`config.mk`:
```
export PLATFORM = sky130hd
export DESIGN_NAME = dds_sweep_ctrl_flat
export DESIGN_NICKNAME = d
export VERILOG_FILES = /design/src/rtl/dds_sweep_pkg.sv /design/src/rtl/dds_sweep_if.sv /design/src/rtl/dds_sweep_regs.sv /design/src/rtl/dds_sweep_ctrl.sv /design/src/flat_wrapper.sv
export SDC_FILE = /design/constraint.sdc
export NUM_CORES = 1
export LEC_CHECK = 0
export BUFFER_PORTS_ARGS = -buffer_cell sky130_fd_sc_hd__buf_2
export CORE_MARGIN = 8
export CORE_UTILIZATION = 55
export DETAILED_ROUTE_END_ITERATION = 10
export PLACE_DENSITY = 0.73
export RECOVER_POWER = 100
export SLEW_MARGIN = 20
export SYNTH_ARGS = -nofsm -noshare
export SYNTH_HDL_FRONTEND = slang
export SYNTH_SLANG_ARGS = --single-unit
```
`constraint.sdc`:
```
create_clock -name clk -period 10.3 [get_ports clk]
set_input_delay 0 -clock clk [delete_from_list [all_inputs] [get_ports clk]]
set_output_delay 0 -clock clk [all_outputs]
set_load 0.1 [all_outputs]
```
`src/rtl/dds_sweep_pkg.sv`:
```
// Shared types and constants for the DDS frequency sweep sequencer.
// Register offsets are word indices taken from paddr[4:2].
package dds_sweep_pkg;

   typedef enum logic [1:0] {
      IDLE  = 2'd0,
      ARMED = 2'd1,
      UP    = 2'd2,
      DOWN  = 2'd3
   } state_e;

   localparam logic [1:0] MODE_SINGLE = 2'd0;
   localparam logic [1:0] MODE_SAW    = 2'd1;
   localparam logic [1:0] MODE_TRI    = 2'd2;

   localparam logic [2:0] OFF_CTRL   = 3'd0;
   localparam logic [2:0] OFF_START  = 3'd1;
   localparam logic [2:0] OFF_STOP   = 3'd2;
   localparam logic [2:0] OFF_INC    = 3'd3;
   localparam logic [2:0] OFF_DWELL  = 3'd4;
   localparam logic [2:0] OFF_STATUS = 3'd5;
   localparam logic [2:0] OFF_CUR    = 3'd6;

   localparam int CTRL_GO      = 0;
   localparam int CTRL_ABORT   = 1;
   localparam int CTRL_MODE_LO = 2;
   localparam int CTRL_MODE_HI = 3;
   localparam int CTRL_TRIG_EN = 4;

   // A programmed dwell of 0 behaves as a dwell of 1.
   function automatic logic [31:0] dwell_m1(input logic [31:0] d);
      return (d == 32'd0) ? 32'd0 : d - 32'd1;
   endfunction

endpackage

```
`src/rtl/dds_sweep_if.sv`:
```
// APB slave bundle for the sweep sequencer; prdata is the only slave-driven signal.
interface dds_sweep_if;
   logic        psel;
   logic        penable;
   logic        pwrite;
   logic [31:0] paddr;
   logic [31:0] pwdata;
   logic [31:0] prdata;

   modport master (
      output psel, penable, pwrite, paddr, pwdata,
      input  prdata
   );

   modport slave (
      input  psel, penable, pwrite, paddr, pwdata,
      output prdata
   );
endinterface

```
`src/rtl/dds_sweep_regs.sv`:
```
// APB register file: START/STOP/INC/DWELL/CTRL storage, GO/ABORT strobes, read mux.
// Writes land at the access edge; GO/ABORT are single-cycle strobes seen that same cycle.
module dds_sweep_regs
   import dds_sweep_pkg::*;
(
   input  logic        clk,
   input  logic        reset,
   dds_sweep_if.slave  apb,
   input  logic [2:0]  status,
   input  logic [31:0] cur,
   output logic        go,
   output logic        abort,
   output logic [1:0]  mode,
   output logic        trig_en,
   output logic [31:0] start,
   output logic [31:0] stop,
   output logic [31:0] inc,
   output logic [31:0] dwell
);

   logic [1:0]  mode_q,    mode_d;
   logic        trig_en_q, trig_en_d;
   logic [31:0] start_q,   start_d;
   logic [31:0] stop_q,    stop_d;
   logic [31:0] inc_q,     inc_d;
   logic [31:0] dwell_q,   dwell_d;
   logic [31:0] rdata;
   logic [2:0]  off;
   logic        wr;
   logic        ctrl_wr;
   logic        unused_addr;

   assign off         = apb.paddr[4:2];
   assign wr          = apb.psel & apb.penable & apb.pwrite;
   assign ctrl_wr     = wr && (off == OFF_CTRL);
   assign unused_addr = ^{apb.paddr[31:5], apb.paddr[1:0]};

   assign go    = ctrl_wr & apb.pwdata[CTRL_GO];
   assign abort = ctrl_wr & apb.pwdata[CTRL_ABORT];

   always_comb begin
      mode_d    = mode_q;
      trig_en_d = trig_en_q;
      start_d   = start_q;
      stop_d    = stop_q;
      inc_d     = inc_q;
      dwell_d   = dwell_q;
      if (wr) begin
         case (off)
            OFF_CTRL: begin
               mode_d    = apb.pwdata[CTRL_MODE_HI:CTRL_MODE_LO];
               trig_en_d = apb.pwdata[CTRL_TRIG_EN];
            end
            OFF_START: start_d = apb.pwdata;
            OFF_STOP:  stop_d  = apb.pwdata;
            OFF_INC:   inc_d   = apb.pwdata;
            OFF_DWELL: dwell_d = apb.pwdata;
            default: ;
         endcase
      end
   end

   always_ff @(posedge clk or posedge reset) begin
      if (reset) begin
         mode_q    <= 2'd0;
         trig_en_q <= 1'b0;
         start_q   <= 32'd0;
         stop_q    <= 32'd0;
         inc_q     <= 32'd0;
         dwell_q   <= 32'd1;
      end else begin
         mode_q    <= mode_d;
         trig_en_q <= trig_en_d;
         start_q   <= start_d;
         stop_q    <= stop_d;
         inc_q     <= inc_d;
         dwell_q   <= dwell_d;
      end
   end

   // MODE/TRIG_EN are forwarded as next-state so a GO sees the fields written alongside it.
   assign mode    = mode_d;
   assign trig_en = trig_en_d;
   assign start   = start_q;
   assign stop    = stop_q;
   assign inc     = inc_q;
   assign dwell   = dwell_q;

   always_comb begin
      rdata = 32'd0;
      if (apb.psel) begin
         case (off)
            OFF_CTRL:   rdata = {27'd0, trig_en_q, mode_q, 2'b00};
            OFF_START:  rdata = start_q;
            OFF_STOP:   rdata = stop_q;
            OFF_INC:    rdata = inc_q;
            OFF_DWELL:  rdata = dwell_q;
            OFF_STATUS: rdata = {29'd0, status};
            OFF_CUR:    rdata = cur;
            default:    rdata = 32'd0;
         endcase
      end
   end

   assign apb.prdata = rdata;

endmodule

```
`src/rtl/dds_sweep_ctrl.sv`:
```
// DDS step sweep sequencer: single/sawtooth/triangle ramp with per-value dwell.
// GO or trig produces step=START on the next cycle; each value is held max(DWELL,1) cycles.
module dds_sweep_ctrl
   import dds_sweep_pkg::*;
(
   input  logic        clk,
   input  logic        reset,
   dds_sweep_if.slave  apb,
   input  logic        trig,
   output logic [31:0] step,
   output logic        active,
   output logic        done
);

   logic        go, abort, reg_trig_en;
   logic [1:0]  reg_mode;
   logic [31:0] reg_start, reg_stop, reg_inc, reg_dwell;

   state_e      state_q,   state_d;
   logic [31:0] step_q,    step_d;
   logic [31:0] cnt_q,     cnt_d;
   logic [31:0] w_start_q, w_start_d;
   logic [31:0] w_stop_q,  w_stop_d;
   logic [31:0] w_inc_q,   w_inc_d;
   logic [31:0] w_dwm1_q,  w_dwm1_d;
   logic [1:0]  w_mode_q,  w_mode_d;
   logic        active_q,  active_d;
   logic        done_q,    done_d;
   logic        sticky_q,  sticky_d;

   logic [32:0] up_sum, dn_diff;
   logic [31:0] up_val, dn_val;

   dds_sweep_regs u_regs (
      .clk     (clk),
      .reset   (reset),
      .apb     (apb),
      .status  ({state_q == ARMED, sticky_q, active_q}),
      .cur     (step_q),
      .go      (go),
      .abort   (abort),
      .mode    (reg_mode),
      .trig_en (reg_trig_en),
      .start   (reg_start),
      .stop    (reg_stop),
      .inc     (reg_inc),
      .dwell   (reg_dwell)
   );

   always_comb begin
      state_d   = state_q;
      step_d    = step_q;
      cnt_d     = cnt_q;
      w_start_d = w_start_q;
      w_stop_d  = w_stop_q;
      w_inc_d   = w_inc_q;
      w_dwm1_d  = w_dwm1_q;
      w_mode_d  = w_mode_q;
      sticky_d  = sticky_q;
      done_d    = 1'b0;

      up_sum  = {1'b0, step_q} + {1'b0, w_inc_q};
      dn_diff = {1'b0, step_q} - {1'b0, w_inc_q};
      up_val  = (up_sum >= {1'b0, w_stop_q}) ? w_stop_q : up_sum[31:0];
      dn_val  = (dn_diff[32] || (dn_diff[31:0] <= w_start_q)) ? w_start_q : dn_diff[31:0];

      if (abort) begin
         state_d = IDLE;
      end else if (go) begin
         // Ceiling is max(START,STOP) so START>=STOP degenerates into holding START.
         w_start_d = reg_start;
         w_stop_d  = (reg_start >= reg_stop) ? reg_start : reg_stop;
         w_inc_d   = reg_inc;
         w_dwm1_d  = dwell_m1(reg_dwell);
         w_mode_d  = reg_mode;
         sticky_d  = 1'b0;
         if (reg_trig_en) begin
            state_d = ARMED;
         end else begin
            state_d = UP;
            step_d  = reg_start;
            cnt_d   = dwell_m1(reg_dwell);
         end
      end else begin
         case (state_q)
            ARMED: begin
               if (trig) begin
                  state_d = UP;
                  step_d  = w_start_q;
                  cnt_d   = w_dwm1_q;
               end
            end
            UP: begin
               if (cnt_q != 32'd0) begin
                  cnt_d = cnt_q - 32'd1;
               end else begin
                  cnt_d = w_dwm1_q;
                  if (step_q >= w_stop_q) begin
                     case (w_mode_q)
                        MODE_SAW: step_d = w_start_q;
                        MODE_TRI: begin
                           state_d = DOWN;
                           step_d  = dn_val;
                        end
                        default: begin
                           state_d  = IDLE;
                           done_d   = 1'b1;
                           sticky_d = 1'b1;
                        end
                     endcase
                  end else begin
                     step_d = up_val;
                  end
               end
            end
            DOWN: begin
               if (cnt_q != 32'd0) begin
                  cnt_d = cnt_q - 32'd1;
               end else begin
                  cnt_d = w_dwm1_q;
                  if (step_q <= w_start_q) begin
                     state_d = UP;
                     step_d  = up_val;
                  end else begin
                     step_d = dn_val;
                  end
               end
            end
            default: ;
         endcase
      end

      active_d = (state_d != IDLE);
   end

   always_ff @(posedge clk or posedge reset) begin
      if (reset) begin
         state_q   <= IDLE;
         step_q    <= 32'd0;
         cnt_q     <= 32'd0;
         w_start_q <= 32'd0;
         w_stop_q  <= 32'd0;
         w_inc_q   <= 32'd0;
         w_dwm1_q  <= 32'd0;
         w_mode_q  <= MODE_SINGLE;
         active_q  <= 1'b0;
         done_q    <= 1'b0;
         sticky_q  <= 1'b0;
      end else begin
         state_q   <= state_d;
         step_q    <= step_d;
         cnt_q     <= cnt_d;
         w_start_q <= w_start_d;
         w_stop_q  <= w_stop_d;
         w_inc_q   <= w_inc_d;
         w_dwm1_q  <= w_dwm1_d;
         w_mode_q  <= w_mode_d;
         active_q  <= active_d;
         done_q    <= done_d;
         sticky_q  <= sticky_d;
      end
   end

   assign step   = step_q;
   assign active = active_q;
   assign done   = done_q;

endmodule

```
`src/flat_wrapper.sv`:
```
// flat-port wrapper written by rule: the top's interface ports become plain ports
module dds_sweep_ctrl_flat import dds_sweep_pkg::*;
  (clk, reset, trig, step, active, done, apb_psel, apb_penable, apb_pwrite, apb_paddr, apb_pwdata, apb_prdata);
  dds_sweep_if apb_i ();
  input  logic clk;
  input  logic reset;
  input  logic trig;
  output logic [31:0] step;
  output logic active;
  output logic done;
  input wire logic [$bits(apb_i.psel)-1:0] apb_psel;
  input wire logic [$bits(apb_i.penable)-1:0] apb_penable;
  input wire logic [$bits(apb_i.pwrite)-1:0] apb_pwrite;
  input wire logic [$bits(apb_i.paddr)-1:0] apb_paddr;
  input wire logic [$bits(apb_i.pwdata)-1:0] apb_pwdata;
  output wire logic [$bits(apb_i.prdata)-1:0] apb_prdata;
  assign apb_i.psel = apb_psel;
  assign apb_i.penable = apb_penable;
  assign apb_i.pwrite = apb_pwrite;
  assign apb_i.paddr = apb_paddr;
  assign apb_i.pwdata = apb_pwdata;
  assign apb_prdata = apb_i.prdata;
  dds_sweep_ctrl u_core (.clk(clk), .reset(reset), .apb(apb_i), .trig(trig), .step(step), .active(active), .done(done));
endmodule
```
==> qor.txt <==
# Post-CTS Setup Buffers -> 0
worst slack, placed -> 2910 ps
vias per inst -> 6.62
ant diodes -> 0
Post-synth EDFFs -> 0
Max-Cap Viols -> 15
Yosys cell types -> 86
H-tree levels -> 2
Setup Viol. Count Final -> 0
DR WL met2 -> 39,900 um
register bit total from synthesis -> 330
sequential share of the synthesized area -> 33.0%
Avg WL per Cell -> 24.8 um
Final Util -> 61.0%
DP Cell Count -> 3,501
Detailed Route Iter0 Violations -> 2,532
core area -> 45,100 um2
worst hold slack -> 196 ps
clk root buf -> clkbuf_16
initial antenna violation count -> 0
violated checks -> max-capacitance violations, max-slew violations
Hold Vio Cnt, Final -> 0
kind of critical path -> flop to flop
GR Overflow Total -> 0
outcome -> finished with violations
largest net degree at the start of global routing -> 132
worst hold start -> apb_penable
Slew Limit Fails -> 910
Synth area leaders -> dfrtp_1 33%, ha_1 12%, nand2_1 5.0%, mux2_2 5.0%, a21oi_1 4.5%
synthesized cell area -> 25,000 um2
highest routed layer -> met4
f_max -> 115 MHz
count of input and output buffers -> 106
Die Width -> 229 um
post-synthesis cell count -> 2,921
Tot GR Track Use -> 32.7%
r2r endpoint -> u_core.step[0]
CTS tree -> built
number of global-route vias before repair -> 23,219
Power Dens Cells -> 288 nW/um2
clock sinks -> 330
drt total wl -> 89,300 um
CP Data Required Time -> 10,770 ps
Async SR Flop Fraction -> 100%
endpoint type of the worst setup path -> flop
drt pass-1 iters -> 6
Hold Path Depth -> 5
fin crit period -> 8690 ps
VDD IR max -> 0.231 mV
top cell type by total area after synthesis -> dfrtp_1
worst clock skew -> 17.2 ps
total number of vias -> 23,869
Hold WC Path Type -> input port to flop
RSZ-0062 raised after global routing -> no
Leak -> 0.0119 uW
Final WS setup -> 1610 ps
first-pass GRT wire length -> 136,000 um
syn nets -> 3,227
post-CTS resize count -> 0
DRC Markers -> 0
RePlAce Congestion -> 1.01
clk_lat worst skew -> 570 ps
Cell Rows -> 78
Layout area overhead -> 9.88%
clock-pin transition on the worst setup and hold timing paths -> 60 ps
CP Max Fanout -> 27
startpoint type of the worst setup path -> flop
dpl hpwl -> 64,500 um
Nets -> 3,282
slew of the pin with the lowest slew margin -> 6050 ps
Worst Setup SP -> u_core.step[4]
Crit path arrival time -> 9160 ps
R2R Setup Slk -> 1610 ps
Initial Util -> 55.5%
Yosys top cell area share -> 32.9%
Slew HR -> -305%
clock tree buffer depth -> 3
Final Cycle Share -> 84.4%
io pins -> 136
hold endpoint -> u_core.u_regs.stop[6]
setup_tns -> 0 ps
fraction of layout cells with a size suffix above 1 -> 10.2%
R2R Path Start -> u_core.step[4]
chip height -> 229 um
CTS Buf Count -> 40
met3 wire length -> 7190 um
non-filler instance count after layout -> 3,606
die footprint -> 52,600 um2
met1 WL -> 36,200 um
antenna-violating nets left -> 0
Ys Warns -> 0
Mapped Avg Cell Area -> 8.56 um2
FF-to-FF path depth -> 20
Post-synth top flop -> dfrtp_1
## synth_stat cells (all sizes together) (5+ instances only)
cell type / count
nand3: 39
nand2b: 27
o21ai: 225
nand2: 333
buf: 32
nor2b: 23
a211oi: 46
a211o: 6
mux2: 110
or3: 25
and3: 5
a311oi: 5
o21a: 12
o31ai: 51
or4: 15
dfrtp: 329
mux2i: 67
o41ai: 6
ha: 234
a221oi: 30
nor3: 76
o211ai: 22
a31oi: 36
o221ai: 8
and2: 6
a22oi: 33
o22a: 8
o22ai: 8
o221a: 33
inv: 171
o21bai: 20
a21oi: 223
nand4: 38
nor4: 27
clkbuf: 131
xnor2: 80
nor3b: 32
a21o: 31
xor2: 25
a2111oi: 10
nor2: 232
## flip-flops by register name (all words and copies together) (netlist names), 32 cells and up
signal / flops
u_core.cnt_q: 32
u_core.step: 32
u_core.u_regs.dwell: 32
u_core.u_regs.start: 32
u_core.w_stop_q: 32
u_core.w_start_q: 32
u_core.w_dwm1_q: 32
u_core.u_regs.inc: 32
u_core.u_regs.stop: 32
u_core.w_inc_q: 32
## power breakdown
part / internal [uW] / switching (uW) / leakage (uW)
Sequential: 1560 / 454 / 0.00399
Combinational: 1510 / 2930 / 0.00724
Clock: 849 / 607 / 0.000658
Total: 3920 / 3990 / 0.0119
## worst max-delay path by stage
stage | endpoint | slack [ps] | cells after the start
finish | u_core.step[0] | 1610 | 20
global route | u_core.step[20] | 1390 | 22
CTS | u_core.step[20] | 2800 | 22
detailed placement | u_core.step[20] | 2910 | 22
global placement | u_core.step[4] | 2930 | 22
floorplan | u_core.active | 1160 | 1
## layer usage
| metal | vias to the layer above | track usage (%) |
|---|---|---|
| li1 | 10687 | - |
| met1 | 11672 | 42.8 |
| met2 | 1239 | 51.2 |
| met3 | 271 | 4.40 |
| met4 | 0 | 19.8 |
| met5 | - | 0 |
## metrics by stage
| step | power (uW) | area (um2) |
|---|---|---|
| 3_5_place_dp | 6350 | 26000 |
| 4_1_cts | 7840 | 27700 |
| 6_report | 7910 | 27500 |
| 2_1_floorplan | 5060 | 25000 |
| 3_3_place_gp | 6240 | 26000 |
| 5_1_grt | 8360 | 27500 |
## timing repair
action | in CTS | in global routing
endpoints found under the hold margin | 266 | 0
endpoints found under the setup margin | 0 | 0
hold buffers | 33 | 0
## final cells by class
cell class,instances,area [um2]
flip-flops and latches,330,8260
clock buffers,54,1130
multi-input cells,2253,15500
inverters,175,658
well taps,600,751
fillers,3976,17600
clock inverters,18,183
repair buffers,176,997
## kinds of logic after synthesis
group | count (synthesis) | share of synthesized area [%]
DFF | 330 | 33.0
muxes | 178 | 7.72
buffers and inverters | 338 | 5.26
and+or+nand+nor | 896 | 16.8
AOI/OAI and AO/OA | 838 | 21.6
adders and majority gates | 236 | 11.9
xor gates and xnor gates | 105 | 3.68
## critical path, stage by stage (launching register included)
cell	delay (ps)
dfrtp_1	540
ha_1	510
inv_1	110
a221oi_1	440
a21oi_1	220
o21ai_0	570
nand3_1	290
a211oi_1	520
nor2_1	110
xnor2_1	280
ha_1	300
o21ai_0	150
o21ai_0	140
a2111oi_0	410
a21oi_1	210
a311oi_4	230
clkbuf_1	1380
inv_1	920
nor2_1	830
o21bai_1	140
a31oi_1	240
## cell usage in the layout (no fill, tap or decap), types with 24 or more instances in the layout
cell type and n:
nand4_1 38, a22oi_1 33, buf_2 40, nand2b_1 26, o21ai_0 219, nand2_1 332
a221oi_1 30, nand3_1 39, mux2_2 107, a31oi_1 36, inv_1 170, xnor2_1 80
o221a_2 33, dlygate4sd3_1 33, ha_1 234, a211oi_1 46, a21o_1 31, o31ai_1 51
dfrtp_1 329, mux2i_1 67, or3_1 24, nor3b_1 32, clkbuf_1 87, xor2_1 25
nor4_1 25, nor2_1 229, clkbuf_16 40, nor3_1 73, a21oi_1 223
Note: power is estimated with default switching activity, not from simulation.
